`config.mk`:
```
export PLATFORM = sky130hd
export DESIGN_NAME = ram_arbiter
export DESIGN_NICKNAME = d
export VERILOG_FILES = /design/src/rtl/ram_arbiter_pkg.sv /design/src/rtl/ram_arbiter_rr_arb2.sv /design/src/rtl/ram_arbiter.sv
export SDC_FILE = /design/constraint.sdc
export NUM_CORES = 1
export LEC_CHECK = 0
export BUFFER_PORTS_ARGS = -buffer_cell sky130_fd_sc_hd__buf_2
export CORE_UTILIZATION = 25
export DETAILED_ROUTE_END_ITERATION = 8
export PLACE_DENSITY = 0.5
export SYNTH_ARGS = -nofsm -noshare
export SYNTH_HDL_FRONTEND = slang
export SYNTH_SLANG_ARGS = --single-unit
```
`constraint.sdc`:
```
create_clock -name clock -period 2.95 [get_ports clock]
set_input_delay 0.59 -clock clock [delete_from_list [all_inputs] [get_ports clock]]
set_output_delay 0.59 -clock clock [all_outputs]
set_load 0.03 [all_outputs]
```
`src/rtl/ram_arbiter_pkg.sv`:
```
`timescale 1ns/1ps
`default_nettype none
// ============================================================================
// Module      : ram_arbiter_pkg
// Description : Shared types and widths for the stack-RAM arbiter.
//               ADDR_W / DATA_W : RAM bus widths.
//               arb_state_t     : arbiter FSM state encoding.
// Revision    : 1.0 - initial release
// ============================================================================
package ram_arbiter_pkg;

    localparam int ADDR_W = 16;
    localparam int DATA_W = 16;

    // Counter wide enough to hold the largest read latency (4).
    localparam int CNT_W  = 3;

    typedef enum logic [1:0] {
        IDLE  = 2'd0,
        ISSUE = 2'd1,
        WAIT  = 2'd2,
        RESP  = 2'd3
    } arb_state_t;

endpackage : ram_arbiter_pkg
`default_nettype wire

```
`src/rtl/ram_arbiter_rr_arb2.sv`:
```
`timescale 1ns/1ps
`default_nettype none
// ============================================================================
// Module      : ram_arbiter_rr_arb2
// Description : Combinational two-way request picker.
//               req0/req1   : requests from port 0 / port 1
//               last_grant  : port that won the previous arbitration
//               grant_valid : at least one request is pending
//               grant_idx   : index of the winning port
//               PRIO0 = 0 -> ties go to the port that did not win last;
//               PRIO0 = 1 -> ties always go to port 0.
// Revision    : 1.0 - initial release
// ============================================================================
module ram_arbiter_rr_arb2 #(
    parameter int PRIO0 = 0
) (
    input  logic req0,
    input  logic req1,
    input  logic last_grant,
    output logic grant_valid,
    output logic grant_idx
);

    always_comb begin
        grant_valid = req0 | req1;
        grant_idx   = 1'b0;
        if (req0 && req1) begin
            grant_idx = (PRIO0 != 0) ? 1'b0 : ~last_grant;
        end else if (req1) begin
            grant_idx = 1'b1;
        end
    end

endmodule : ram_arbiter_rr_arb2
`default_nettype wire

```
`src/rtl/ram_arbiter.sv`:
```
`timescale 1ns/1ps
`default_nettype none
// ============================================================================
// Module      : ram_arbiter
// Description : Shares a single-port stack RAM between the CPU core (port 0)
//               and the debug/loader (port 1). One transaction at a time;
//               read data is returned with a one-cycle ack pulse.
// Ports       : clock, reset_n (async, active low)
//               req/we/addr/wdata/ack/rdata 0 and 1 : requester buses
//               address_ram/data_ram/wren_ram/q_ram  : RAM macro interface
//               busy     : FSM not in IDLE
//               grant_id : owner of the current / last transaction
// Parameters  : RD_LAT (1..4) RAM read latency, PRIO0 tie-break mode
// Revision    : 1.0 - initial release
// ============================================================================
module ram_arbiter
    import ram_arbiter_pkg::*;
#(
    parameter int RD_LAT = 1,
    parameter int PRIO0  = 0
) (
    input  logic              clock,
    input  logic              reset_n,
    input  logic              req0,
    input  logic              we0,
    input  logic [ADDR_W-1:0] addr0,
    input  logic [DATA_W-1:0] wdata0,
    output logic              ack0,
    output logic [DATA_W-1:0] rdata0,
    input  logic              req1,
    input  logic              we1,
    input  logic [ADDR_W-1:0] addr1,
    input  logic [DATA_W-1:0] wdata1,
    output logic              ack1,
    output logic [DATA_W-1:0] rdata1,
    output logic [ADDR_W-1:0] address_ram,
    output logic [DATA_W-1:0] data_ram,
    output logic              wren_ram,
    input  logic [DATA_W-1:0] q_ram,
    output logic              busy,
    output logic              grant_id
);

    // ------------------------------------------------------------------
    // State and output registers
    // ------------------------------------------------------------------
    arb_state_t        r_state;
    logic [CNT_W-1:0]  r_cnt;
    logic              r_we;
    logic              r_last_grant;
    logic              r_grant_id;
    logic [ADDR_W-1:0] r_address_ram;
    logic [DATA_W-1:0] r_data_ram;
    logic              r_wren;
    logic              r_ack0;
    logic              r_ack1;
    logic [DATA_W-1:0] r_rdata0;
    logic [DATA_W-1:0] r_rdata1;
    logic              r_busy;

    // Next-state values
    arb_state_t        w_state_nxt;
    logic [CNT_W-1:0]  w_cnt_nxt;
    logic              w_we_nxt;
    logic              w_last_grant_nxt;
    logic              w_grant_id_nxt;
    logic [ADDR_W-1:0] w_address_nxt;
    logic [DATA_W-1:0] w_data_nxt;
    logic              w_wren_nxt;
    logic              w_ack0_nxt;
    logic              w_ack1_nxt;
    logic [DATA_W-1:0] w_rdata0_nxt;
    logic [DATA_W-1:0] w_rdata1_nxt;

    logic              w_gnt_valid;
    logic              w_gnt_idx;
    logic              w_sel_we;

    ram_arbiter_rr_arb2 #(
        .PRIO0       (PRIO0)
    ) u_pick (
        .req0        (req0),
        .req1        (req1),
        .last_grant  (r_last_grant),
        .grant_valid (w_gnt_valid),
        .grant_idx   (w_gnt_idx)
    );

    assign w_sel_we = w_gnt_idx ? we1 : we0;

    // ------------------------------------------------------------------
    // Next-state / next-output logic. Every output is registered, so the
    // values computed here are the ones that will be visible in the state
    // being entered (e.g. ack is set on the transition into RESP).
    // ------------------------------------------------------------------
    always_comb begin
        w_state_nxt      = r_state;
        w_cnt_nxt        = r_cnt;
        w_we_nxt         = r_we;
        w_last_grant_nxt = r_last_grant;
        w_grant_id_nxt   = r_grant_id;
        w_address_nxt    = r_address_ram;
        w_data_nxt       = r_data_ram;
        w_wren_nxt       = 1'b0;
        w_ack0_nxt       = 1'b0;
        w_ack1_nxt       = 1'b0;
        w_rdata0_nxt     = r_rdata0;
        w_rdata1_nxt     = r_rdata1;

        case (r_state)
            IDLE: begin
                if (w_gnt_valid) begin
                    w_grant_id_nxt   = w_gnt_idx;
                    w_last_grant_nxt = w_gnt_idx;
                    w_address_nxt    = w_gnt_idx ? addr1  : addr0;
                    w_data_nxt       = w_gnt_idx ? wdata1 : wdata0;
                    w_we_nxt         = w_sel_we;
                    // wren is high for the single ISSUE cycle of a write
                    w_wren_nxt       = w_sel_we;
                    w_state_nxt      = ISSUE;
                end
            end
            ISSUE: begin
                if (r_we) begin
                    w_ack0_nxt  = ~r_grant_id;
                    w_ack1_nxt  =  r_grant_id;
                    w_state_nxt = RESP;
                end else begin
                    w_cnt_nxt   = CNT_W'(RD_LAT);
                    w_state_nxt = WAIT;
                end
            end
            WAIT: begin
                if (r_cnt == CNT_W'(1)) begin
                    if (r_grant_id) begin
                        w_rdata1_nxt = q_ram;
                    end else begin
                        w_rdata0_nxt = q_ram;
                    end
                    w_ack0_nxt  = ~r_grant_id;
                    w_ack1_nxt  =  r_grant_id;
                    w_state_nxt = RESP;
                end else begin
                    w_cnt_nxt = r_cnt - CNT_W'(1);
                end
            end
            RESP: begin
                w_state_nxt = IDLE;
            end
            default: begin
                w_state_nxt = IDLE;
            end
        endcase
    end

    always_ff @(posedge clock or negedge reset_n) begin
        if (!reset_n) begin
            r_state       <= IDLE;
            r_cnt         <= '0;
            r_we          <= 1'b0;
            r_last_grant  <= 1'b1;   // port 0 wins the first tie
            r_grant_id    <= 1'b0;
            r_address_ram <= '0;
            r_data_ram    <= '0;
            r_wren        <= 1'b0;
            r_ack0        <= 1'b0;
            r_ack1        <= 1'b0;
            r_rdata0      <= '0;
            r_rdata1      <= '0;
            r_busy        <= 1'b0;
        end else begin
            r_state       <= w_state_nxt;
            r_cnt         <= w_cnt_nxt;
            r_we          <= w_we_nxt;
            r_last_grant  <= w_last_grant_nxt;
            r_grant_id    <= w_grant_id_nxt;
            r_address_ram <= w_address_nxt;
            r_data_ram    <= w_data_nxt;
            r_wren        <= w_wren_nxt;
            r_ack0        <= w_ack0_nxt;
            r_ack1        <= w_ack1_nxt;
            r_rdata0      <= w_rdata0_nxt;
            r_rdata1      <= w_rdata1_nxt;
            r_busy        <= (w_state_nxt != IDLE);
        end
    end

    assign ack0        = r_ack0;
    assign ack1        = r_ack1;
    assign rdata0      = r_rdata0;
    assign rdata1      = r_rdata1;
    assign address_ram = r_address_ram;
    assign data_ram    = r_data_ram;
    assign wren_ram    = r_wren;
    assign busy        = r_busy;
    assign grant_id    = r_grant_id;

endmodule : ram_arbiter
`default_nettype wire

```
Word-level counts from Yosys, hierarchy flattened
Index checks and enable logic that the tools add are counted.
Word-level totals
  register bits after elaboration: 76
  bits of input ports: 86
  output and inout port bits: 69
  logic and storage cells: 51
Operators by class
  add/subtract/negate cells: 1
  eq/ne operators: 6
  multiplexer cells: 20
  bitwise logic cells: 3
  reduce and logical (&&, ||, !) cells: 8
Operators by type and width (count)
  16-bit two-way mux: 2
  1-bit two-way mux: 10
  3-bit AND reduction: 3
  2-bit one-hot mux with 4 select lines: 1
  3-bit two-way mux: 2
  3-bit one-hot mux with 2 select lines: 1
  2-bit equality test, second input constant: 2
  2-bit two-way mux: 2
  2-bit inequality test, second input constant: 2
  1-bit one-hot mux with 2 select lines: 2
  2-bit nonzero test: 2
  3-bit by 1-bit equality test with 1-bit output, second input constant: 1
  3-bit by 1-bit subtractor with 3-bit output, second input constant: 1
  2-bit by 1-bit equality test with 1-bit output, second input constant: 1
  2-bit logical NOT: 1
  1-bit NOT: 2
  2-bit AND reduction: 1
  1-bit logical AND: 1
  1-bit OR: 1

Depth between registers and ports, before layout
Gate-level depths: netlist of the first run.
  depth in word-level cells: 5
  mapped depth: 8
  mapped depth without buffers: 5

Cells and area by module
From an unflattened synthesis of the first run, not the netlist that was laid out.
Second synthesis, totals
  cells, all modules: 270
  area total of the unflattened synthesis: 3340.7 µm²
Modules (own cells, without submodules)
  ram_arbiter: instances 1, cells an instance 268, area an instance 3326.9 µm², seq. area each 1903.1 µm²
  ram_arbiter_rr_arb2: instances 1, cells an instance 2, area an instance 13.8 µm², seq. area each 0.0 µm²

Least setup slack after synthesis of the first run
OpenSTA, ideal clock, no wires.
  path kind: register to register
  from: reg r_state[0]
  to: reg r_rdata0[0] (netlist: rdata0[0])
  library setup time: 0.125 ns
  data arrival time: 1.622 ns
  data required time: 2.825 ns
  path slack: 1.202 ns
  cell stages (with the launch flop): 9
  buffers on the path: 3
  period minus slack after synthesis: 1.748 ns
  cells stage by stage: dfrtp_1 -> inv_1 -> ha_1 -> buf_6 -> and3b_1 -> and2_4 -> buf_6 -> buf_12 -> mux2_4
Between the ends
  cells in the longest elaborated chain, start to end: 2
RTL lines
  start: declaration: line ram_arbiter.sv:47  | arb_state_t r_state;
  start signal: assignment: line ram_arbiter.sv:172  | r_state <= w_state_nxt;
  2-bit equality test: line ram_arbiter.sv:110  | case (r_state)
  3-bit AND reduction (no line)
  end signal: assignment: line ram_arbiter.sv:182  | r_rdata0 <= w_rdata0_nxt;
  end: declaration: line ram_arbiter.sv:57  | logic [DATA_W-1:0] r_rdata0;
Every way passes these cells.
A chain may end at the register's enable or synchronous reset.

Worst setup path in the final report of the first run
  from: reg r_state[0]
  to: reg r_rdata0[3] (netlist: rdata0[3])
The elaborated chain is that of the path after synthesis.

==> impl_metrics.toml, run 1 <==
[run_status]
outcome = "finished, final reports clean"

[cells_and_area]
multi_input_area_sq_um = 1290
layout.nets = 549
n_antenna_cell = 0
nFillCells = 1309
syn2layout_area_growth_pct = 37.7
drive_gt1_frac = 0.460
regArea_sq_um = 1900

[power]
power_frac_comb = 0.474
power.internal_uw = 3300
ir_worst_vdd_v = 0.000353
p_leak_uw = 0.00224
p_per_area_nw_per_um2 = 1270
p_switching_uw = 2490
clockPowerShare = 0.211
p_seq_frac = 0.315
p_sw_frac = 0.431

[synth]
synthSimpleGateAreaFrac = 0.114
synth_xor_area_frac = 0
synth-seq-area-share = 0.574
ys_seq_elements = 76
synth_compound_area_frac = 0.131
yosys_warnings = 0
ys.flop_type = "dfrtp_1"
synth_top_family_by_area = "compound AO/OA/AOI/OAI gates"
syn_inst = 308
synth_adder_area_share = 0.0189
syn_nets = 399
ys_async_sr_fraction = 1.00
ys_types = 37
synthMuxAreaShare = 0.123
syn_avg_cell_area_sq_um = 10.8
yosys.cell_count.top_type = "dfrtp_1"
synth_commonest_cells = "dfrtp_1 (75), a21oi_1 (66), nor2_1 (39), nand2_1 (35), mux2_2 (22)"
synth_top_cell_area_share = 0.566
syn_area_sq_um = 3320
yosys.area.top_type = "dfrtp_1"
synth-edff-count = 0
ys_top_cells_by_area = "dfrtp_1 (57%), a21oi_1 (10%), mux2_2 (7.5%)"

[timing]
tightest_slew_ns = 0.953
setup_tns_ns = 0
setup-violations-final = 0
rsz0062_at_grt = "no"
finalHoldViolCount = 0
finalClockSkew_ns = 0.00632
slew_headroom = 0.365
final-max-slew-violation-count = 0
fin_ws_ns = 1.04
hold_ws_ns = 0.406
period_needed_ns = 1.91
period_share = 0.647
fmax_mhz = 524

[route]
drt_pass1_iterations = 4
drc_errors = 0
wl_per_cell_um = 13.3
vias = 2798
drt_iter0_markers = 100
routed_wl_um = 8460
ant_nets = 0
avgViaCountPerCell = 4.41

[setup_path]
cp_data_required_time_ns = 3.17
cp_slowest_cell = "dfrtp_1"
setup.worst_path.class = "flip-flop to flip-flop"
crit_path_max_fanout = 16
critPathLaunchType = "flip-flop"
max_stage_delay_ns = 0.39
crit_chain = "inv_1, ha_1, and3b_1, and2_4, mux2_2"
cp-end-kind = "flip-flop"
cp_top_family = "simple AND/OR/NAND/NOR gates"
cp_num_buf_inv = 1
critPathArrivalTime_ns = 2.13

[placement]
hpwl_um = 5940
place_ws_ns = 0.907
port_buffers = 154
gp_congestion = 0.688

[hold_path]
worstHoldPathType = "input port to asynchronous set/reset pin"

[cts]
cts_hold_buf = 0
cts_buffers = 9
cts_num_sinks = 76
cts_setup_buffers = 0
cts_tree = "done"
h-tree-depth = 3
clkLatencyLatePin_ns = 0.34
post_cts_resized = 0
cts.path.max_buffers = 2
root_buffer = "clkbuf_16"
clk_pin_slew_ns = 0.06

[floorplan]
rows = 41
start_util = 0.260
core_area_sq_um = 12800
die_x_um = 117
ioPinCount = 155
dieArea_sq_um = 13700
fp.dieH_um = 117

[global_route]
grt_overflow = 0
antenna_found_initial = 0
grt_pass1_vias = 2752
grt_max_degree = 77
grt_pass1_wl_um = 13300
grt_usage = 0.129

[flow_run]
maxCapViolCount = 0
==> power by group through the flow <==
stage / combinational (uW) / sequential, uW / clock, uW
global placement: 2760 / 1830 / 0
floorplan: 1070 / 2770 / 0
global route: 2990 / 1900 / 1320
detailed placement: 2780 / 1840 / 0
finish: 2740 / 1820 / 1220
CTS: 2780 / 1830 / 1270
==> registers in the layout, indices dropped and copies added (netlist names) <==
signal / cells
ack0: 1
ack1: 1
address_ram: 16
busy: 1
data_ram: 16
grant_id: 1
r_cnt: 3
r_last_grant: 1
r_state: 2
r_we: 1
rdata0: 16
rdata1: 16
wren_ram: 1
==> area by class of cell <==
cell class,instances,share of cell area
Multi-Input combinational cell,207,0.282
Timing Repair Buffer,158,0.176
Clock buffer,11,0.0553
Inverter,6,0.00493
Tap cell,172,0.0471
Sequential cell,76,0.417
Clock inverter,5,0.0181
==> per-layer routing <==
metal | wire length (um) | global-route usage | vias up
li1 | - | - | 1353
met1 | 3680 | 0.153 | 1317
met2 | 3860 | 0.205 | 113
met3 | 747 | 0.0433 | 15
met4 | 174 | 0.0743 | 0
met5 | 0 | 0 | -
==> layout by cell type (no fill, tap or decap), drive strengths merged, types with 2 or more instances in the layout <==
cell type  instances
o21a               2
clkbuf            11
buf              158
nand3              2
o21ai              5
bufinv             2
clkinv             2
inv                7
nand2             36
a21oi             66
o211ai             2
ha                 5
nor2              39
mux2              32
and2               2
dfrtp             75
==> worst register-to-register path: cells and delay by family (launching register included) <==
| family | cells | cell delay (ns) |
|---|---|---|
| and+or+nand+nor | 2 | 0.60 |
| DFF | 1 | 0.39 |
| muxes | 1 | 0.39 |
| adders and majority gates | 1 | 0.33 |
| buffers and inverters | 1 | 0.08 |
==> metrics by stage <==
step	instance area [sq um]	power (uW)	instances	util
floorplan	3320	3840	308	-
global placement	4230	4590	619	0.331
detailed placement	4230	4620	619	0.331
CTS	4570	5890	635	0.358
global route	4570	6220	635	0.358
finish	4570	5790	635	0.358
==> logic make-up after synthesis <==
family | count (synthesis)
AND/OR/NAND/NOR | 88
AO/OA/AOI/OAI | 81
multiplexers | 33
buffers and inverters | 25
adder cells (fa/ha/maj) | 5
flip-flops | 76
==> worst paths after layout <==
| kind | from | slack, ns | to | depth (start not counted) |
|---|---|---|---|---|
| max reg2reg | r_state[0] | 1.04 | rdata0[3] | 5 |
| max in group asynchronous | reset_n | 1.94 | data_ram[3] | 1 |
| max | r_state[0] | 1.04 | rdata0[3] | 5 |
| min reg2reg | rdata1[1] | 0.50 | rdata1[1] | 1 |
| min | reset_n | 0.41 | rdata0[7] | 1 |
| min in group clock | addr0[9] | 0.48 | address_ram[9] | 3 |
Note: power is estimated with default switching activity, not from simulation.
==> run 2: changes to the inputs <==
--- a/config.mk
+++ b/config.mk
@@ -5,10 +5,11 @@
 export SDC_FILE = /design/constraint.sdc
 export NUM_CORES = 1
 export LEC_CHECK = 0
+export ABC_AREA = 1
 export BUFFER_PORTS_ARGS = -buffer_cell sky130_fd_sc_hd__buf_2
 export CORE_UTILIZATION = 25
 export DETAILED_ROUTE_END_ITERATION = 8
-export PLACE_DENSITY = 0.5
+export PLACE_DENSITY = 0.51
 export SYNTH_ARGS = -nofsm -noshare
 export SYNTH_HDL_FRONTEND = slang
 export SYNTH_SLANG_ARGS = --single-unit
==> constraint.sdc (replaced) <==
create_clock -name clock -period 1.67 [get_ports clock]
set_input_delay 0.334 -clock clock [delete_from_list [all_inputs] [get_ports clock]]
set_output_delay 0.334 -clock clock [all_outputs]
set_load 0.03 [all_outputs]
==> impl_metrics.toml, run 2 <==
[setup_path]
setup.worst_path.class = "flip-flop to primary output"
cp-end-kind = "primary output"
max_stage_delay_ns = 0.56
critPathArrivalTime_ns = 1.18
crit_path_max_fanout = 10
critPathLaunchType = "flip-flop"
cp_slowest_cell = "dfrtp_1"
cp_num_buf_inv = 1
cp_top_family = "flip-flops"
crit_chain = "buf_2"
cp_data_required_time_ns = 1.34

[global_route]
grt_usage = 0.142
grt_overflow = 0
antenna_found_initial = 1
grt_pass1_wl_um = 16500
grt_pass1_vias = 3425
grt_max_degree = 56

[floorplan]
rows = 43
core_area_sq_um = 14000
dieArea_sq_um = 14900
fp.dieH_um = 122
start_util = 0.258
ioPinCount = 155
die_x_um = 122

[cts]
clkLatencyLatePin_ns = 0.34
h-tree-depth = 3
cts_tree = "done"
post_cts_resized = 0
cts.path.max_buffers = 2
cts_setup_buffers = 0
root_buffer = "clkbuf_16"
cts_num_sinks = 76
cts_hold_buf = 1
clk_pin_slew_ns = 0.06
cts_buffers = 9

[synth]
yosys.cell_count.top_type = "nand2_1"
yosys_warnings = 0
synth_commonest_cells = "nand2_1 (143), dfrtp_1 (75), o21ai_0 (68), inv_1 (45)"
yosys.area.top_type = "dfrtp_1"
synth-seq-area-share = 0.527
synth_top_cell_area_share = 0.520
syn_area_sq_um = 3610
ys_async_sr_fraction = 1.00
ys.flop_type = "dfrtp_1"
ys_seq_elements = 76
ys_types = 20
ys_top_cells_by_area = "dfrtp_1 (52%), nand2_1 (15%), o21ai_0 (9.4%)"
syn_avg_cell_area_sq_um = 8.08
syn_nets = 538
syn_inst = 447
synth-edff-count = 0

[timing]
setup-violations-final = 0
fin_ws_ns = 0.160
period_share = 0.904
final-max-slew-violation-count = 0
rsz0062_at_grt = "no"
finalHoldViolCount = 0
period_needed_ns = 1.51
setup_tns_ns = 0
tightest_slew_ns = 0.413
hold_ws_ns = 0.220
finalClockSkew_ns = 0.00493
fmax_mhz = 662
slew_headroom = 0.724

[cells_and_area]
layout.nets = 691
syn2layout_area_growth_pct = 35.9
layout_commonest_cell = "buf_2"
multi_input_area_sq_um = 1360
n_antenna_cell = 0
regArea_sq_um = 1900
layout_common_cells = "buf_2 (153), nand2_1 (142), dfrtp_1 (75), o21ai_0 (68), inv_1 (45)"
drive_gt1_frac = 0.312
nFillCells = 1498

[route]
ant_nets = 0
vias = 3426
drt_iter0_markers = 208
wl_per_cell_um = 12.9
drt_pass1_iterations = 5
avgViaCountPerCell = 4.36
routed_wl_um = 10100
drc_errors = 0

[placement]
gp_congestion = 0.785
port_buffers = 154
place_ws_ns = 0.221
hpwl_um = 7160

[power]
p_seq_frac = 0.313
p_switching_uw = 4780
power.internal_uw = 5610
p_total_uw = 10400
p_sw_frac = 0.460
power_frac_comb = 0.480
clockPowerShare = 0.207
p_per_area_nw_per_um2 = 2120
ir_worst_vdd_v = 0.000792
p_leak_uw = 0.00263

[run_status]
outcome = "finished, final reports clean"

[hold_path]
worstHoldPathType = "input port to flip-flop"

[flow_run]
maxCapViolCount = 0
-- run 2: cell types whose count changed in the layout (fill, tap and decap cells not counted), moves of 3 or more --
cell	previous run	this run
nor2_1	39	35
inv_1	6	45
nand3_1	2	7
a21oi_1	66	1
o21ai_1	0	35
nand2_1	35	142
mux2_2	22	0
mux2_4	10	0
buf_12	0	3
buf_4	5	10
o21ai_0	4	68
-- run 2: kinds of logic after synthesis --
family / synth area share
buffers and inverters: 0.0970
adders and majority gates: 0.0173
AOI/OAI and AO/OA: 0.144
and+or+nand+nor: 0.215
DFF: 0.527
-- run 2: metrics by stage --
| step | std cells | utilization | area, sq um |
|---|---|---|---|
| after floorplan | 447 | - | 3610 |
| after detailed placement | 768 | 0.327 | 4570 |
| after global placement | 768 | 0.327 | 4570 |
| after global routing | 785 | 0.351 | 4910 |
| final | 785 | 0.351 | 4910 |
| after CTS | 785 | 0.351 | 4910 |
-- run 2: worst register-to-register path, delay by kind of cell (launching register included) --
family                   cells  cell delay, ns
buffers and inverters        3            0.43
adder cells (fa/ha/maj)      1            0.20
AO/OA/AOI/OAI                2            0.34
flip-flops                   1            0.38
-- run 2: area by class of cell --
class                   count  area share
repair buffers            167       0.186
well taps                 180      0.0459
clock buffers              13      0.0530
inverters                  47      0.0365
clock inverters             3      0.0140
flip-flops and latches     76       0.388
multi-input cells         299       0.277
-- run 2: final timing paths --
check,from,endpoint,slack [ns],cells after the start
min in group asynchronous,reset_n,rdata1[10],0.45,2
worst min register to register,rdata1[13],rdata1[13],0.48,2
worst min-delay path,q_ram[6],rdata1[6],0.22,3
max in group asynchronous,reset_n,address_ram[9],0.69,3
worst max register to register,r_state[0],data_ram[9],0.20,6
worst max-delay path,grant_id,grant_id,0.16,1
-- run 2: layer usage --
metal,up-vias,GRT usage,routed length (um),share of wire
li1,1708,-,-,-
met1,1547,0.184,4610,0.46
met2,152,0.214,4300,0.43
met3,17,0.0562,992,0.098
met4,2,0.0518,166,0.016
met5,-,0,13,0.0013
-- run 2: power groups by stage --
stage	sequential [uW]	clock, uW	combinational (uW)
floorplan	4830	0	1910
global route	3370	2300	5520
CTS	3260	2240	5050
global placement	3280	0	4970
detailed placement	3270	0	5060
finish	3250	2160	4990
